## src/rtl/mac_accumulator_if.sv

```systemverilog
// Product-in / result-out bundle between the MAC pipeline, the accumulator and its consumer.
// master: pipeline + consumer side; slave: accumulator side.
interface mac_accumulator_if #(
  parameter int PROD_W = 16,
  parameter int ACC_W  = 40
);
  logic signed [PROD_W-1:0] prodIn;
  logic                     NOPIn;
  logic                     resReady;
  logic signed [ACC_W-1:0]  resOut;
  logic                     resValid;
  logic                     accBusy;
  logic                     ovfErr;

  modport master (
    output prodIn, NOPIn, resReady,
    input  resOut, resValid, accBusy, ovfErr
  );

  modport slave (
    input  prodIn, NOPIn, resReady,
    output resOut, resValid, accBusy, ovfErr
  );
endinterface

```

## src/rtl/mac_accumulator.sv

```systemverilog
// Dot-product accumulator: sums LEN non-NOP products into a 1-entry valid/ready result register (result 1 cycle after last product).
// Never stalls upstream; a completion that finds the result register full is dropped and flagged sticky. MAC_ACC_SAT_EN: saturating adds.
module mac_accumulator #(
  parameter int PROD_W = 16,
  parameter int ACC_W  = 40,
  parameter int LEN    = 8
) (
  input  logic               clk,
  input  logic               aclr,
  input  logic               sclr,
  mac_accumulator_if.slave   bus
);
  localparam int CNT_W = $clog2(LEN + 1);
  localparam logic [CNT_W-1:0] LAST_CNT = CNT_W'(LEN - 1);

  typedef enum logic {IDLE, ACCUM} state_t;

  state_t                  state, state_nxt;
  logic signed [ACC_W-1:0] acc, acc_nxt;
  logic signed [ACC_W-1:0] ext_prod, sum;
  logic signed [ACC_W-1:0] res_dat, res_dat_nxt;
  logic [CNT_W-1:0]        cnt, cnt_nxt;
  logic                    res_vld, res_vld_nxt;
  logic                    ovf, ovf_nxt;

  assign ext_prod = {{(ACC_W - PROD_W){bus.prodIn[PROD_W-1]}}, bus.prodIn};

`ifdef MAC_ACC_SAT_EN
  localparam logic signed [ACC_W-1:0] SAT_MAX = {1'b0, {(ACC_W - 1){1'b1}}};
  localparam logic signed [ACC_W-1:0] SAT_MIN = {1'b1, {(ACC_W - 1){1'b0}}};
  logic signed [ACC_W:0] sum_wide;

  // One guard bit: the two top bits disagree exactly when the sum left the ACC_W range.
  always_comb begin
    sum_wide = {acc[ACC_W-1], acc} + {ext_prod[ACC_W-1], ext_prod};
    if (sum_wide[ACC_W] != sum_wide[ACC_W-1])
      sum = sum_wide[ACC_W] ? SAT_MIN : SAT_MAX;
    else
      sum = sum_wide[ACC_W-1:0];
  end
`else
  assign sum = acc + ext_prod;
`endif

  always_comb begin
    state_nxt   = state;
    acc_nxt     = acc;
    cnt_nxt     = cnt;
    res_dat_nxt = res_dat;
    res_vld_nxt = res_vld;
    ovf_nxt     = ovf;

    if (res_vld && bus.resReady)
      res_vld_nxt = 1'b0;

    if (!bus.NOPIn) begin
      if (cnt == LAST_CNT) begin
        acc_nxt   = '0;
        cnt_nxt   = '0;
        state_nxt = IDLE;
        if (!res_vld || bus.resReady) begin
          res_dat_nxt = sum;
          res_vld_nxt = 1'b1;
        end else begin
          ovf_nxt = 1'b1;
        end
      end else begin
        acc_nxt   = sum;
        cnt_nxt   = cnt + CNT_W'(1);
        state_nxt = ACCUM;
      end
    end
  end

  always_ff @(posedge clk or posedge aclr) begin
    if (aclr) begin
      state   <= IDLE;
      acc     <= '0;
      cnt     <= '0;
      res_dat <= '0;
      res_vld <= 1'b0;
      ovf     <= 1'b0;
    end else if (sclr) begin
      state   <= IDLE;
      acc     <= '0;
      cnt     <= '0;
      res_dat <= '0;
      res_vld <= 1'b0;
      ovf     <= 1'b0;
    end else begin
      state   <= state_nxt;
      acc     <= acc_nxt;
      cnt     <= cnt_nxt;
      res_dat <= res_dat_nxt;
      res_vld <= res_vld_nxt;
      ovf     <= ovf_nxt;
    end
  end

  assign bus.resOut   = res_dat;
  assign bus.resValid = res_vld;
  assign bus.accBusy  = (state == ACCUM);
  assign bus.ovfErr   = ovf;
endmodule

```

## src/flat_wrapper.sv

```systemverilog
// flat-port wrapper written by rule: the top's interface ports become plain ports
module mac_accumulator_flat 
#(
  parameter int PROD_W = 16,
  parameter int ACC_W  = 40,
  parameter int LEN    = 8
)
  (clk, aclr, sclr, bus_prodIn, bus_NOPIn, bus_resReady, bus_resOut, bus_resValid, bus_accBusy, bus_ovfErr);
  mac_accumulator_if #(.PROD_W(PROD_W), .ACC_W(ACC_W)) bus_i ();
  input  logic clk;
  input  logic aclr;
  input  logic sclr;
  input wire logic [$bits(bus_i.prodIn)-1:0] bus_prodIn;
  input wire logic [$bits(bus_i.NOPIn)-1:0] bus_NOPIn;
  input wire logic [$bits(bus_i.resReady)-1:0] bus_resReady;
  output wire logic [$bits(bus_i.resOut)-1:0] bus_resOut;
  output wire logic [$bits(bus_i.resValid)-1:0] bus_resValid;
  output wire logic [$bits(bus_i.accBusy)-1:0] bus_accBusy;
  output wire logic [$bits(bus_i.ovfErr)-1:0] bus_ovfErr;
  assign bus_i.prodIn = bus_prodIn;
  assign bus_i.NOPIn = bus_NOPIn;
  assign bus_i.resReady = bus_resReady;
  assign bus_resOut = bus_i.resOut;
  assign bus_resValid = bus_i.resValid;
  assign bus_accBusy = bus_i.accBusy;
  assign bus_ovfErr = bus_i.ovfErr;
  mac_accumulator #(.PROD_W(PROD_W), .ACC_W(ACC_W), .LEN(LEN)) u_core (.clk(clk), .aclr(aclr), .sclr(sclr), .bus(bus_i));
endmodule
```

## config.mk

```make
export PLATFORM = sky130hd
export DESIGN_NAME = mac_accumulator_flat
export DESIGN_NICKNAME = d
export VERILOG_FILES = /design/src/rtl/mac_accumulator_if.sv /design/src/rtl/mac_accumulator.sv /design/src/flat_wrapper.sv
export SDC_FILE = /design/constraint.sdc
export NUM_CORES = 1
export LEC_CHECK = 0
export ABC_AREA = 1
export CAP_MARGIN = 10
export CELL_PAD_IN_SITES_DETAIL_PLACEMENT = 1
export CELL_PAD_IN_SITES_GLOBAL_PLACEMENT = 1
export CORE_UTILIZATION = 40
export DETAILED_ROUTE_END_ITERATION = 7
export GPL_ROUTABILITY_DRIVEN = 0
export PLACE_DENSITY_LB_ADDON = 0.3
export SLEW_MARGIN = 10
export SYNTH_ARGS = -nofsm -noshare
export SYNTH_HDL_FRONTEND = slang
export SYNTH_SLANG_ARGS = --single-unit
export TNS_END_PERCENT = 10
```

## constraint.sdc

```tcl
create_clock -name clk -period 3.1 [get_ports clk]
set_input_delay 0.31 -clock clk [delete_from_list [all_inputs] [get_ports clk]]
set_output_delay 0.31 -clock clk [all_outputs]
set_load 0.02 [all_outputs]
```

Word level (Yosys, flattened, before mapping)
Index checks and enable logic that the tools add are counted.
Storage, ports and cells
  ROM bits: 0
  memories: 0
  bits in writable memories: 0
  flip-flop bits (word level): 87
  latch bits: 0
Cells by class
  shift operators: 0
  add/subtract/negate cells: 2
  div/mod/pow operators: 0
  magnitude comparators: 0
  equal/unequal tests: 3
  reductions and logical operators: 7
  mux-type cells: 22
  bitwise gates (word level): 0
  multiply operators: 0
Operator list (count)
  $mux W40: 7
  $add A40 B16 Y40: 1
  $mux W1: 12
  $mux W4: 3
  $reduce_and A3 Y1: 2
  $add A4 B1 Y4 const B: 1
  $eq A4 B3 Y1 const B: 1
  $ne A2 B2 Y1 const B: 2
  $reduce_bool A2 Y1: 2
  $logic_and A1 B1 Y1: 1
  $logic_not A1 Y1: 1
  $logic_or A1 B1 Y1: 1

Logic depth before layout (Yosys ltp)
Gate-level depths: netlist (run 1).
  word-level depth: 6
  mapped depth: 14

Worst setup path after synthesis (run 1)
No wires, ideal clock.
  path kind: register -> register
  start point: register u_core.acc[0]
  end point: register u_core.acc[38]
  library setup time: 118 ps
  slack: 1217 ps
  cell stages (with the launch flop): 13
  required time: 2982 ps
  period minus slack after synthesis: 1883 ps
  arrival time: 1765 ps
  cells stage by stage: dfrtp_1 -> ha_1 -> fa_1 -> nand3_1 -> nand3_2 -> nand2_1 -> nand2_2 -> nand2_1 -> nand3_2 -> nand2_1 -> nand3_1 -> nand3_1 -> nand2_1
Between the ends
  longest elaborated chain between the ends: 4
RTL lines
  start: declaration: line mac_accumulator.sv:19  | logic signed [ACC_W-1:0] acc, acc_nxt;
  start signal: assignment: line mac_accumulator.sv:92  | acc <= acc_nxt;
  $add A40 B16 Y40: line mac_accumulator.sv:42  | assign sum = acc + ext_prod;
  $mux W40: line mac_accumulator.sv:57  | if (cnt == LAST_CNT) begin
  $mux W40: line mac_accumulator.sv:56  | if (!bus.NOPIn) begin
  $mux W40: line mac_accumulator.sv:83  | end else if (sclr) begin
Every way passes these cells. The select of a mux whose other input is x is not followed.
A chain may end at the register's enable or synchronous reset.

Worst setup path after layout (run 1)
  start point: input port bus_prodIn[0]
  end point: register u_core.acc[20]
Between the ends
  longest elaborated chain between the ends: 4
RTL lines
  start: declaration: line flat_wrapper.sv:13  | input wire logic [$bits(bus_i.prodIn)-1:0] bus_prodIn;
  $add A40 B16 Y40: line mac_accumulator.sv:42
  $mux W40: line mac_accumulator.sv:57
  $mux W40: line mac_accumulator.sv:56
  $mux W40: line mac_accumulator.sv:83
Every way passes these cells. The select of a mux whose other input is x is not followed.

==> out/qor_table.md, run 1 <==
| Item | Reported | Unit |
|:---|:---|:---|
| Most used cells in the layout excluding fill and tap cells | nand2_1, inv_1, dfrtp_1, nor2_1, nand3_1 | - |
| Final Max Tran Viols | 0 | - |
| Post-synth cell types | 33 | - |
| Root buffer selected by CTS | clkbuf_16 | - |
| Wirelength, routed | 19020 | um |
| Layout Area Growth over Synthesis | 18.61 | % |
| WS Path Type | input port to flip-flop | - |
| Cell type contributing the most total cell area after synthesis | dfrtp_1 | - |
| Part of the cycle the worst path needs | 0.7733 | - |
| Ant. Diodes | 0 | - |
| Syn_nets | 1014 | - |
| Maximum Capacitance Violations | 0 | - |
| Yosys reg bits | 87 | - |
| Horizontal die dimension | 127.6 | um |
| DR pass1 iterations | 4 | - |
| Area of the die | 0.01629 | mm2 |
| Post-Syn Area | 0.006312 | mm2 |
| Clock tree from TritonCTS | yes | - |
| CP startpoint kind | input port | - |
| Most frequent standard cell in the layout excluding fill and tap cells | nand2_1 | - |
| Wire length per cell | 15.44 | um |
| Count of yosys warnings during synthesis | 0 | - |
| Number of DRC markers in iteration 0 | 271 | - |
| Outcome | finished clean | - |
| Total power consumption of the routed design | 4.215 | mW |
| Remaining Overflow, GRT | 0 | - |
| Max frequency | 417.2 | MHz |
| Combined global-route utilization of all metal layers | 0.2510 | - |
| Clock latency at the later pin of the worst-skew pair | 0.35 | ns |
| Floorplan Core Area | 0.01531 | mm2 |
| Via count of the routed design | 6118 | - |
| Chip Height | 127.6 | um |
| Maximum resistive drop on vdd | 0.0002618 | V |
| Bufs on Longest Clock Path | 2 | - |
| CTS HTree Levels | 3 | - |
| Post-Syn Instances | 952 | - |
| Setup TNS | 0 | ns |
| Remaining max-slew budget at the tightest pin | 0.4162 | - |
| Mean Syn Cell Area | 6.631 | um2 |
| Cell types occupying the most area after synthesis | dfrtp_1, nand2_1, ha_1, inv_1, nand3_1 | - |
| Initial core utilization | 0.4122 | - |
| Routed via count divided by cell count | 4.966 | - |
| Number of rows created at floorplan | 45 | - |
| Post-cts gate resize count | 0 | - |
| Total number of nets in the final design | 1079 | - |
| Via count of the first global-routing pass | 6366 | - |
| Clock-pin transition on the worst setup and hold timing paths | 0.06 | ns |
| DRC violation count after routing | 0 | - |
| Worst endpoint data arrival time | 2.63 | ns |
| Hold bufs inserted after CTS | 0 | - |
| Final count of negative-setup-slack endpoints | 0 | - |
| Crit Path Max Fanout | 4 | - |
| Number of buffers added for setup after CTS | 0 | - |
| Filler Cell Count | 2094 | - |
| Fin crit period | 2.397 | ns |
| Worst EP required | 3.33 | ns |
| Largest net degree at the start of global routing | 88 | - |
| Number of buffers created by CTS | 9 | - |
| IO Count | 64 | - |
| Share of post-route cells with drive strength above 1 | 0.05093 | - |
| Number of endpoints with negative hold slack in the final report | 0 | - |
| First-pass GRT wire length | 31800 | um |
| Number of buffers inserted by port buffering | 63 | - |
| Path category of the worst min-delay check | input port to async pin | - |
| Clock tree skew after final layout | 0.005415 | ns |
| Fraction of post-synthesis cell area in the top cell type by area | 0.3449 | - |
| Count of clock tree sinks | 87 | - |
| Static power due to leakage | 4.076 | nW |
| Critical Path Sink Type | flip-flop | - |
| RSZ-0062 raised after global routing | no | - |
| Slew at the pin closest to its max-slew limit | 0.8703 | ns |
| Antenna violations before repair | 0 | - |
| Portion of the post-synthesis area used by sequential elements | 0.3449 | - |
| Final ANT Viol Nets | 0 | - |
| Cell Pwr Density | 563.0 | mW/mm2 |
| Half-perimeter wire length of the detailed placement result | 14560 | um |
## worst paths after layout
path / start / end / slack, ns / cells past startpoint
setup / recovery: bus_prodIn[0] / u_core.acc[20] / 0.70 / 10
hold / removal: aclr / u_core.bus.resOut[19] / 0.38 / 3
setup reg to reg: u_core.acc[0] / u_core.acc[20] / 0.71 / 9
hold reg to reg: u_core.bus.resOut[20] / u_core.bus.resOut[20] / 0.48 / 2
max in group asynchronous: aclr / u_core.acc[5] / 2.33 / 3
min in group clk: u_core.bus.resOut[20] / u_core.bus.resOut[20] / 0.48 / 2
## cell usage after synthesis
master / n
xor2_1: 6
nand3_2: 5
nand3_1: 67
o41ai_1: 1
buf_6: 1
xnor2_1: 13
inv_1: 133
nand2_2: 5
fa_1: 1
ha_1: 40
buf_2: 5
nor2_1: 71
clkinv_1: 1
dfrtp_1: 87
o21ai_2: 10
o21bai_1: 3
nand2_1: 395
a31oi_1: 1
a21oi_4: 1
a21oi_1: 31
o21ai_0: 34
a21oi_2: 1
inv_2: 1
buf_4: 3
nor2_2: 4
nand4_1: 1
clkbuf_1: 6
nor3_1: 9
nor2_8: 1
nor4_1: 2
or2_1: 1
nor4_4: 1
nand3b_1: 11
## report_power, final
part	total, mW	switching, mW	leakage [nW]	internal [mW]
clock network	1.10	0.477	0.145	0.619
logic	1.69	1.07	2.79	0.621
registers	1.43	0.115	1.15	1.32
total	4.22	1.66	4.08	2.56
## per-stage QoR
stage,utilization,area (um2),worst slack [ns],cells,hold WS [ns]
2_1_floorplan,-,6312,0.5398,952,0.4112
3_3_place_gp,0.4701,7199,0.4138,1217,0.4646
3_5_place_dp,0.4701,7199,0.3803,1217,0.4648
4_1_cts,0.4889,7487,0.7431,1232,0.4137
5_1_grt,0.4889,7487,0.5679,1232,0.4434
6_report,0.4889,7487,0.7029,1232,0.3818
## cells by family after synthesis
kind of cell / share of synthesized area
buf+inv: 0.09316
compound gates: 0.07532
fa+ha+maj: 0.08246
xor+xnor: 0.02636
flops: 0.3449
simple gates: 0.3778
## cell type report
type,instances,area (um2),share of cell area
multi-input combinational,715,3550,0.4741
clock buffer,9,225.2,0.03008
inverter,135,508.0,0.06785
sequential,87,2177,0.2908
tap,211,264.0,0.03526
timing repair buffer,69,700.7,0.09358
clock inverter,6,62.56,0.008356
## registers in the layout, indices dropped and copies added, names as in the netlist
signal,count
u_core.acc,40
u_core.bus.resOut,40
u_core.cnt,4
u_core.bus.accBusy,1
u_core.bus.ovfErr,1
u_core.bus.resValid,1
## layer usage
layer | GRT usage | part of all wire | up-vias
met5 | 0 | 0 | -
met4 | 0.07197 | 0.017 | 0
met3 | 0.03978 | 0.022 | 24
met2 | 0.4404 | 0.49 | 65
met1 | 0.3182 | 0.47 | 2932
li1 | - | - | 3097
## critical path: stages
cell             delay [ns]
clkdlybuf4s50_1        0.41
ha_1                   0.27
fa_1                   0.48
nand3_1                0.12
nand3_2                0.14
nand4_1                0.13
nand3_1                0.28
or2_1                  0.33
nand3_1                0.08
nand2_1                0.08
Note: power is estimated with default switching activity, not from simulation.
==> run 2, diff against run 1 <==
Clock period 3.1 ns to 2.28 ns, I/O delays scaled along.
==> run 2 against run 1 <==
Against the previous run:
- clock power grew 49%
- critical path depth grew 2
- largest cell class unchanged
- sequential power grew 36%
==> out/qor_table.md, run 2 (synthesis gave the netlist of run 1 again) <==
| Item | Reported | Unit | Change |
|:---|:---|:---|:---|
| Outcome | finished clean | - | unchanged |
| Slew at the pin closest to its max-slew limit | 0.4967 | ns | was 0.8703 ns |
| Worst endpoint data arrival time | 2.44 | ns | was 2.63 ns |
| Combined global-route utilization of all metal layers | 0.2679 | - | was 0.2510 |
| Remaining Overflow, GRT | 0 | - | unchanged |
| Worst EP required | 2.53 | ns | was 3.33 ns |
| Clock-pin transition on the worst setup and hold timing paths | 0.07 | ns | was 0.06 ns |
| Horizontal die dimension | 127.6 | um | unchanged |
| Via count of the first global-routing pass | 6900 | - | was 6366 |
| Routed via count divided by cell count | 4.972 | - | was 4.966 |
| Number of buffers created by CTS | 9 | - | unchanged |
| Wirelength, routed | 20820 | um | was 19020 um |
| Fin crit period | 2.195 | ns |  |
| Path depth of the worst reg2reg path | 11 | - | was 9 |
| Max frequency | 455.5 | MHz |  |
| Final Max Tran Viols | 0 | - | unchanged |
| Slowest cell on crit path | clkdlybuf4s50_1 | - | was fa_1 |
| Hold bufs inserted after CTS | 0 | - | unchanged |
| Layout Area Growth over Synthesis | 31.52 | % | was 18.61% |
| Chip Height | 127.6 | um | unchanged |
| Final count of negative-setup-slack endpoints | 0 | - | unchanged |
| Total power consumption of the routed design | 6.322 | mW | was 4.215 mW |
| Static power due to leakage | 4.477 | nW | was 4.076 nW |
| Delay of the slowest critical-path stage | 0.44 | ns | was 0.48 ns |
| Path category of the worst min-delay check | input port to async pin | - | unchanged |
| Maximum Capacitance Violations | 0 | - | unchanged |
| Part of the cycle the worst path needs | 0.9629 | - |  |
| Largest net degree at the start of global routing | 88 | - | unchanged |
| Number of DRC markers in iteration 0 | 264 | - | was 271 |
| WS Path Type | input port to flip-flop | - | unchanged |
| Final std cells w/o fill | 1308 | - | was 1232 |
| Most repeated library cell on the critical path | nand2_1 | - | was nand3_1 |
| Remaining max-slew budget at the tightest pin | 0.6689 | - | was 0.4162 |
| Floorplan Core Area | 0.01531 | mm2 | unchanged |
| # placed instances | 1291 | - | was 1217 |
| Share of post-route cells with drive strength above 1 | 0.1449 | - | was 0.05093 |
| Most frequent standard cell in the layout excluding fill and tap cells | nand2_1 | - | unchanged |
| CP startpoint kind | input port | - | unchanged |
| Most used cells in the layout excluding fill and tap cells | nand2_1, inv_1, dfrtp_1, buf_4 | - | was nand2_1, inv_1, dfrtp_1, nor2_1, nand3_1 |
| Final setup margin | 0.08455 | ns | was 0.7029 ns |
| Ant. Diodes | 0 | - | unchanged |
| Clock tree skew after final layout | 0.003838 | ns | was 0.005415 ns |
| Cells along the critical path | clkdlybuf4s50_1 -> buf_12 -> ha_1 -> nand2_1 -> nor2_1 -> inv_1 -> nor4_2 -> nand2_1 -> nand2_1 -> nand2_1 -> nand3_1 -> nand2_1 | - | was clkdlybuf4s50_1 -> ha_1 -> fa_1 -> nand3_1 -> nand3_2 -> nand4_1 -> nand3_1 -> or2_1 -> nand3_1 -> nand2_1 |
| Clock tree from TritonCTS | yes | - | unchanged |
| IO Count | 64 | - | unchanged |
| Worst setup timing slack at the placement stage | -0.3872 | ns | was 0.3803 ns |
| Wire length per cell | 15.92 | um | was 15.44 um |
| First-pass GRT wire length | 33990 | um | was 31800 um |
| Critical Path Sink Type | flip-flop | - | unchanged |
| Number of rows created at floorplan | 45 | - | unchanged |
| Initial core utilization | 0.4122 | - | unchanged |
| Filler Cell Count | 2024 | - | was 2094 |
| Root buffer selected by CTS | clkbuf_16 | - | unchanged |
| CTS HTree Levels | 3 | - | unchanged |
| RSZ-0062 raised after global routing | yes | - | was no |
| Flip-flop and latch area | 0.002177 | mm2 | unchanged |
| Number of endpoints with negative hold slack in the final report | 0 | - | unchanged |
| Maximum resistive drop on vdd | 0.0003912 | V | was 0.0002618 V |
| Cell Pwr Density | 761.5 | mW/mm2 | was 563.0 mW/mm2 |
| Antenna violations before repair | 0 | - | unchanged |
| Number of buffers inserted by port buffering | 63 | - | unchanged |
| Count of clock tree sinks | 87 | - | unchanged |
| DR pass1 iterations | 4 | - | unchanged |
| Clock latency at the later pin of the worst-skew pair | 0.36 | ns | was 0.35 ns |
| Via count of the routed design | 6504 | - | was 6118 |
| Final ANT Viol Nets | 0 | - | unchanged |
| DRC violation count after routing | 0 | - | unchanged |
| Total number of nets in the final design | 1154 | - | was 1079 |
| Combined area of the multi-input logic cells | 0.003729 | mm2 | was 0.003550 mm2 |
| Crit Path Max Fanout | 17 | - | was 4 |
| Area of the die | 0.01629 | mm2 | unchanged |
| Bufs on Longest Clock Path | 2 | - | unchanged |
| Half-perimeter wire length of the detailed placement result | 15720 | um | was 14560 um |
[run 2: cell types whose count changed in the layout (fill, tap and decap cells not counted), moves of 3 or more]
cell     before  now
ha_4          0    4
buf_12        2    5
nand3_1      67   64
a21oi_2       1    9
nand2_1     395  388
nor2_1       70   64
nor2_2        5    9
nand2_2       5   12
ha_1         40   34
a21oi_1      31   23
buf_4         4   76
nand3_4       0    4
[run 2: per-stage QoR]
| step | utilization | TNS (ns) | instance area, um2 | hold slack, ns |
|---|---|---|---|---|
| after CTS | 0.5303 | 0 | 8122 | 0.3695 |
| final | 0.5421 | 0 | 8302 | 0.3469 |
| after floorplan | - | 0 | 6316 | 0.3292 |
| after global placement | 0.5090 | -7.778 | 7795 | 0.4626 |
| after global routing | 0.5421 | -0.3513 | 8302 | 0.3880 |
| after detailed placement | 0.5090 | -10.04 | 7795 | 0.4693 |
[run 2: worst paths after layout]
| path | start | to | slack (ns) |
|---|---|---|---|
| worst min register to register | u_core.bus.resOut[30] | u_core.bus.resOut[30] | 0.48 |
| worst max register to register | u_core.acc[11] | u_core.bus.resOut[32] | 0.12 |
| worst min-delay path | aclr | u_core.cnt[1] | 0.35 |
| max in group asynchronous | aclr | u_core.acc[38] | 1.54 |
| min in group clk | u_core.bus.resOut[30] | u_core.bus.resOut[30] | 0.48 |
| worst max-delay path | bus_prodIn[15] | u_core.acc[35] | 0.08 |
[run 2: critical path, delay by kind of cell]
| kind | cells | cell delay, ns |
|---|---|---|
| buf+inv | 3 | 0.73 |
| simple gates | 8 | 1.09 |
| fa+ha+maj | 1 | 0.38 |
[run 2: report_power, final]
| group | switching (mW) | leakage (nW) | internal [mW] |
|---|---|---|---|
| combinational | 1.60 | 3.18 | 1.14 |
| clock | 0.672 | 0.156 | 0.964 |
| sequential | 0.159 | 1.15 | 1.79 |
| total | 2.43 | 4.48 | 3.90 |
[run 2: layout make-up]
cell class              instances  share of cell area
clock inverters                 7             0.01145
inverters                     135             0.06149
flip-flops and latches         87              0.2622
multi-input cells             715              0.4491
well taps                     211             0.03180
clock buffers                   9             0.02713
repair buffers                144              0.1567
[run 2: metal layers]
metal  GRT usage  wire length, um  vias up
met2      0.4751            10280      107
met1      0.3327             9343     3122
met4     0.09343              509        0
met5           0                0        -
li1            -                -     3238
met3     0.03727              692       37
[run 2: timing repair]
| action | CTS | global route |
|---|---|---|
| setup endpoints to repair | 2 | 40 |
| gates cloned | 0 | 0 |
| pin swaps | 0 | 2 |
| setup buffers | 0 | 1 |
| gates resized for setup | 1 | 36 |
==> run 3, diff against run 2 <==
Settings changed: CTS_CLUSTER_SIZE from default to 16, SKIP_CTS_REPAIR_TIMING from default to 1.
==> run 3 against run 2 <==
Against the previous run:
- clock power barely moved
- non-clock buffer count did not move
- die area did not move
- critical path depth rose by 2
- flip-flop and latch count did not move
- sequential share of layout area barely moved
- combinational power barely moved
- clock skew barely moved
- maximum frequency rose by 0.71%
- first-iteration DRC count fell by 11%
- critical path type unchanged
- critical endpoint is now u_core.acc[33]
- largest power group unchanged
==> out/qor_table.md, run 3 (synthesis gave the netlist of run 1 again) <==
| Item | Reported | Unit | Change |
|:---|:---|:---|:---|
| Outcome | finished clean | - | unchanged |
| Number of buffers created by CTS | 9 | - | unchanged |
| IO Count | 64 | - | unchanged |
| Delay of the slowest critical-path stage | 0.50 | ns | was 0.44 ns |
| Number of DRC markers in iteration 0 | 235 | - | was 264 |
| Root buffer selected by CTS | clkbuf_16 | - | unchanged |
| Slowest cell on crit path | clkdlybuf4s50_1 | - | unchanged |
| Combined global-route utilization of all metal layers | 0.2679 | - | unchanged |
| Total number of nets in the final design | 1154 | - | unchanged |
| Worst reg2reg startpoint | u_core.acc[0] | - | was u_core.acc[11] |
| Clock latency at the later pin of the worst-skew pair | 0.36 | ns | about the same |
| Cells along the critical path | clkdlybuf4s50_1 -> buf_12 -> ha_1 -> nand2_1 -> inv_1 -> nand2_1 -> nand2_1 -> buf_4 -> nor2_1 -> nand2_2 -> nand2_1 -> nand3_1 -> nand3_1 -> nand2_1 | - | was clkdlybuf4s50_1 -> buf_12 -> ha_1 -> nand2_1 -> nor2_1 -> inv_1 -> nor4_2 -> nand2_1 -> nand2_1 -> nand2_1 -> nand3_1 -> nand2_1 |
| Floorplan Core Area | 0.01531 | mm2 | unchanged |
| Cell Pwr Density | 760.9 | mW/mm2 | was 761.5 mW/mm2 |
| First-pass GRT wire length | 33990 | um | unchanged |
| Chip Height | 127.6 | um | unchanged |
| Maximum resistive drop on vdd | 0.0003964 | V | was 0.0003912 V |
| WS Path Type | input port to flip-flop | - | unchanged |
| Filler Cell Count | 2024 | - | unchanged |
| Crit Path Max Fanout | 17 | - | unchanged |
| Share of post-route cells with drive strength above 1 | 0.1459 | - | was 0.1449 |
| Number of buffers inserted by port buffering | 63 | - | unchanged |
| Count of clock tree sinks | 87 | - | unchanged |
| Wire length per cell | 15.85 | um | was 15.92 um |
| Final Max Tran Viols | 0 | - | unchanged |
| Number of rows created at floorplan | 45 | - | unchanged |
| Worst EP required | 2.53 | ns | about the same |
| Remaining Overflow, GRT | 0 | - | unchanged |
| Antenna violations before repair | 0 | - | unchanged |
| Half-perimeter wire length of the detailed placement result | 15720 | um | unchanged |
| Final ANT Viol Nets | 0 | - | unchanged |
| Layout Area Growth over Synthesis | 31.56 | % | was 31.52% |
| CP startpoint kind | input port | - | unchanged |
| Critical Path Sink Type | flip-flop | - | unchanged |
| CTS HTree Levels | 3 | - | unchanged |
| Path category of the worst min-delay check | input port to async pin | - | unchanged |
| Initial core utilization | 0.4122 | - | unchanged |
| Via count of the routed design | 6484 | - | was 6504 |
| Fin crit period | 2.180 | ns | was 2.195 ns |
| Slew at the pin closest to its max-slew limit | 0.4943 | ns | was 0.4967 ns |
| Most frequent standard cell in the layout excluding fill and tap cells | nand2_1 | - | unchanged |
| Largest net degree at the start of global routing | 88 | - | unchanged |
| Wirelength, routed | 20740 | um | was 20820 um |
| Most repeated library cell on the critical path | nand2_1 | - | unchanged |
| Worst Hold Slack | 0.3430 | ns | was 0.3469 ns |
| Max frequency | 458.7 | MHz | was 455.5 MHz |
| Clock tree from TritonCTS | yes | - | unchanged |
| Horizontal die dimension | 127.6 | um | unchanged |
| Ant. Diodes | 0 | - | unchanged |
| DRC violation count after routing | 0 | - | unchanged |
| Part of the cycle the worst path needs | 0.9561 | - | was 0.9629 |
| Maximum Capacitance Violations | 0 | - | unchanged |
| Clock tree skew after final layout | 0.004328 | ns | was 0.003838 ns |
| RSZ-0062 raised after global routing | yes | - | unchanged |
| Static power due to leakage | 4.478 | nW | was 4.477 nW |
| Total power consumption of the routed design | 6.319 | mW | was 6.322 mW |
| CP Launch Point | bus_prodIn[15] | - | unchanged |
| Final count of negative-setup-slack endpoints | 0 | - | unchanged |
| Remaining max-slew budget at the tightest pin | 0.6705 | - | was 0.6689 |
| Bufs on Longest Clock Path | 2 | - | unchanged |
| Most used cells in the layout excluding fill and tap cells | nand2_1, inv_1, dfrtp_1, buf_4 | - | unchanged |
| Final design utilization | 0.5422 | - | was 0.5421 |
| Routed via count divided by cell count | 4.957 | - | was 4.972 |
| Flip-flop and latch area | 0.002177 | mm2 | unchanged |
| Number of endpoints with negative hold slack in the final report | 0 | - | unchanged |
| Clock-pin transition on the worst setup and hold timing paths | 0.07 | ns | about the same |
| Combined area of the multi-input logic cells | 0.003731 | mm2 | was 0.003729 mm2 |
| DR pass1 iterations | 4 | - | unchanged |
| Worst endpoint data arrival time | 2.43 | ns | was 2.44 ns |
| Via count of the first global-routing pass | 6901 | - | was 6900 |
| Area of the die | 0.01629 | mm2 | unchanged |
==> run 3: cell counts in the layout (fill, tap and decap cells not counted) <==
Identical to the previous run, type by type.
==> run 3: layout make-up <==
class,instances,share of cell area
Sequential cell,87,0.2622
Clock buffer,9,0.02712
Inverter,135,0.06147
Multi-Input combinational cell,715,0.4493
Tap cell,211,0.03179
Clock inverter,7,0.01145
Timing Repair Buffer,144,0.1567
==> run 3: final timing paths <==
path	endpoint	slack [ns]	cells after the start
max	u_core.acc[33]	0.10	14
min	u_core.cnt[1]	0.34	3
max reg2reg	u_core.acc[26]	0.13	11
min reg2reg	u_core.bus.resOut[30]	0.48	2
max in group asynchronous	u_core.acc[38]	1.54	3
min in group clk	u_core.bus.resOut[30]	0.48	2
==> run 3: metrics by stage <==
| step | instance area, um2 | std cells | setup WS, ns | TNS [ns] |
|---|---|---|---|---|
| 2_1_floorplan | 6316 | 952 | 0.3968 | 0 |
| 3_3_place_gp | 7795 | 1291 | -0.3057 | -7.778 |
| 3_5_place_dp | 7795 | 1291 | -0.3872 | -10.04 |
| 4_1_cts | 8115 | 1307 | -0.03113 | -0.04774 |
| 5_1_grt | 8304 | 1308 | -0.03369 | -0.3106 |
| 6_report | 8304 | 1308 | 0.1001 | 0 |
==> run 3: routing by layer <==
layer,vias to the layer above,GRT usage,part of all wire
li1,3238,-,-
met1,3106,0.3327,0.45
met2,103,0.4751,0.49
met3,37,0.03727,0.035
met4,0,0.09343,0.024
met5,-,0,0
==> run 3: critical path: cells and delay by family <==
family                   cells  cell delay, ns
adder cells (fa/ha/maj)      1            0.30
buffers and inverters        4            0.90
AND/OR/NAND/NOR              9            0.98
==> run 3: report_power, final <==
part	total [mW]	leakage [nW]	switching [mW]	internal [mW]
sequential	1.95	1.15	0.159	1.79
clock	1.64	0.156	0.675	0.964
combinational	2.73	3.18	1.59	1.14
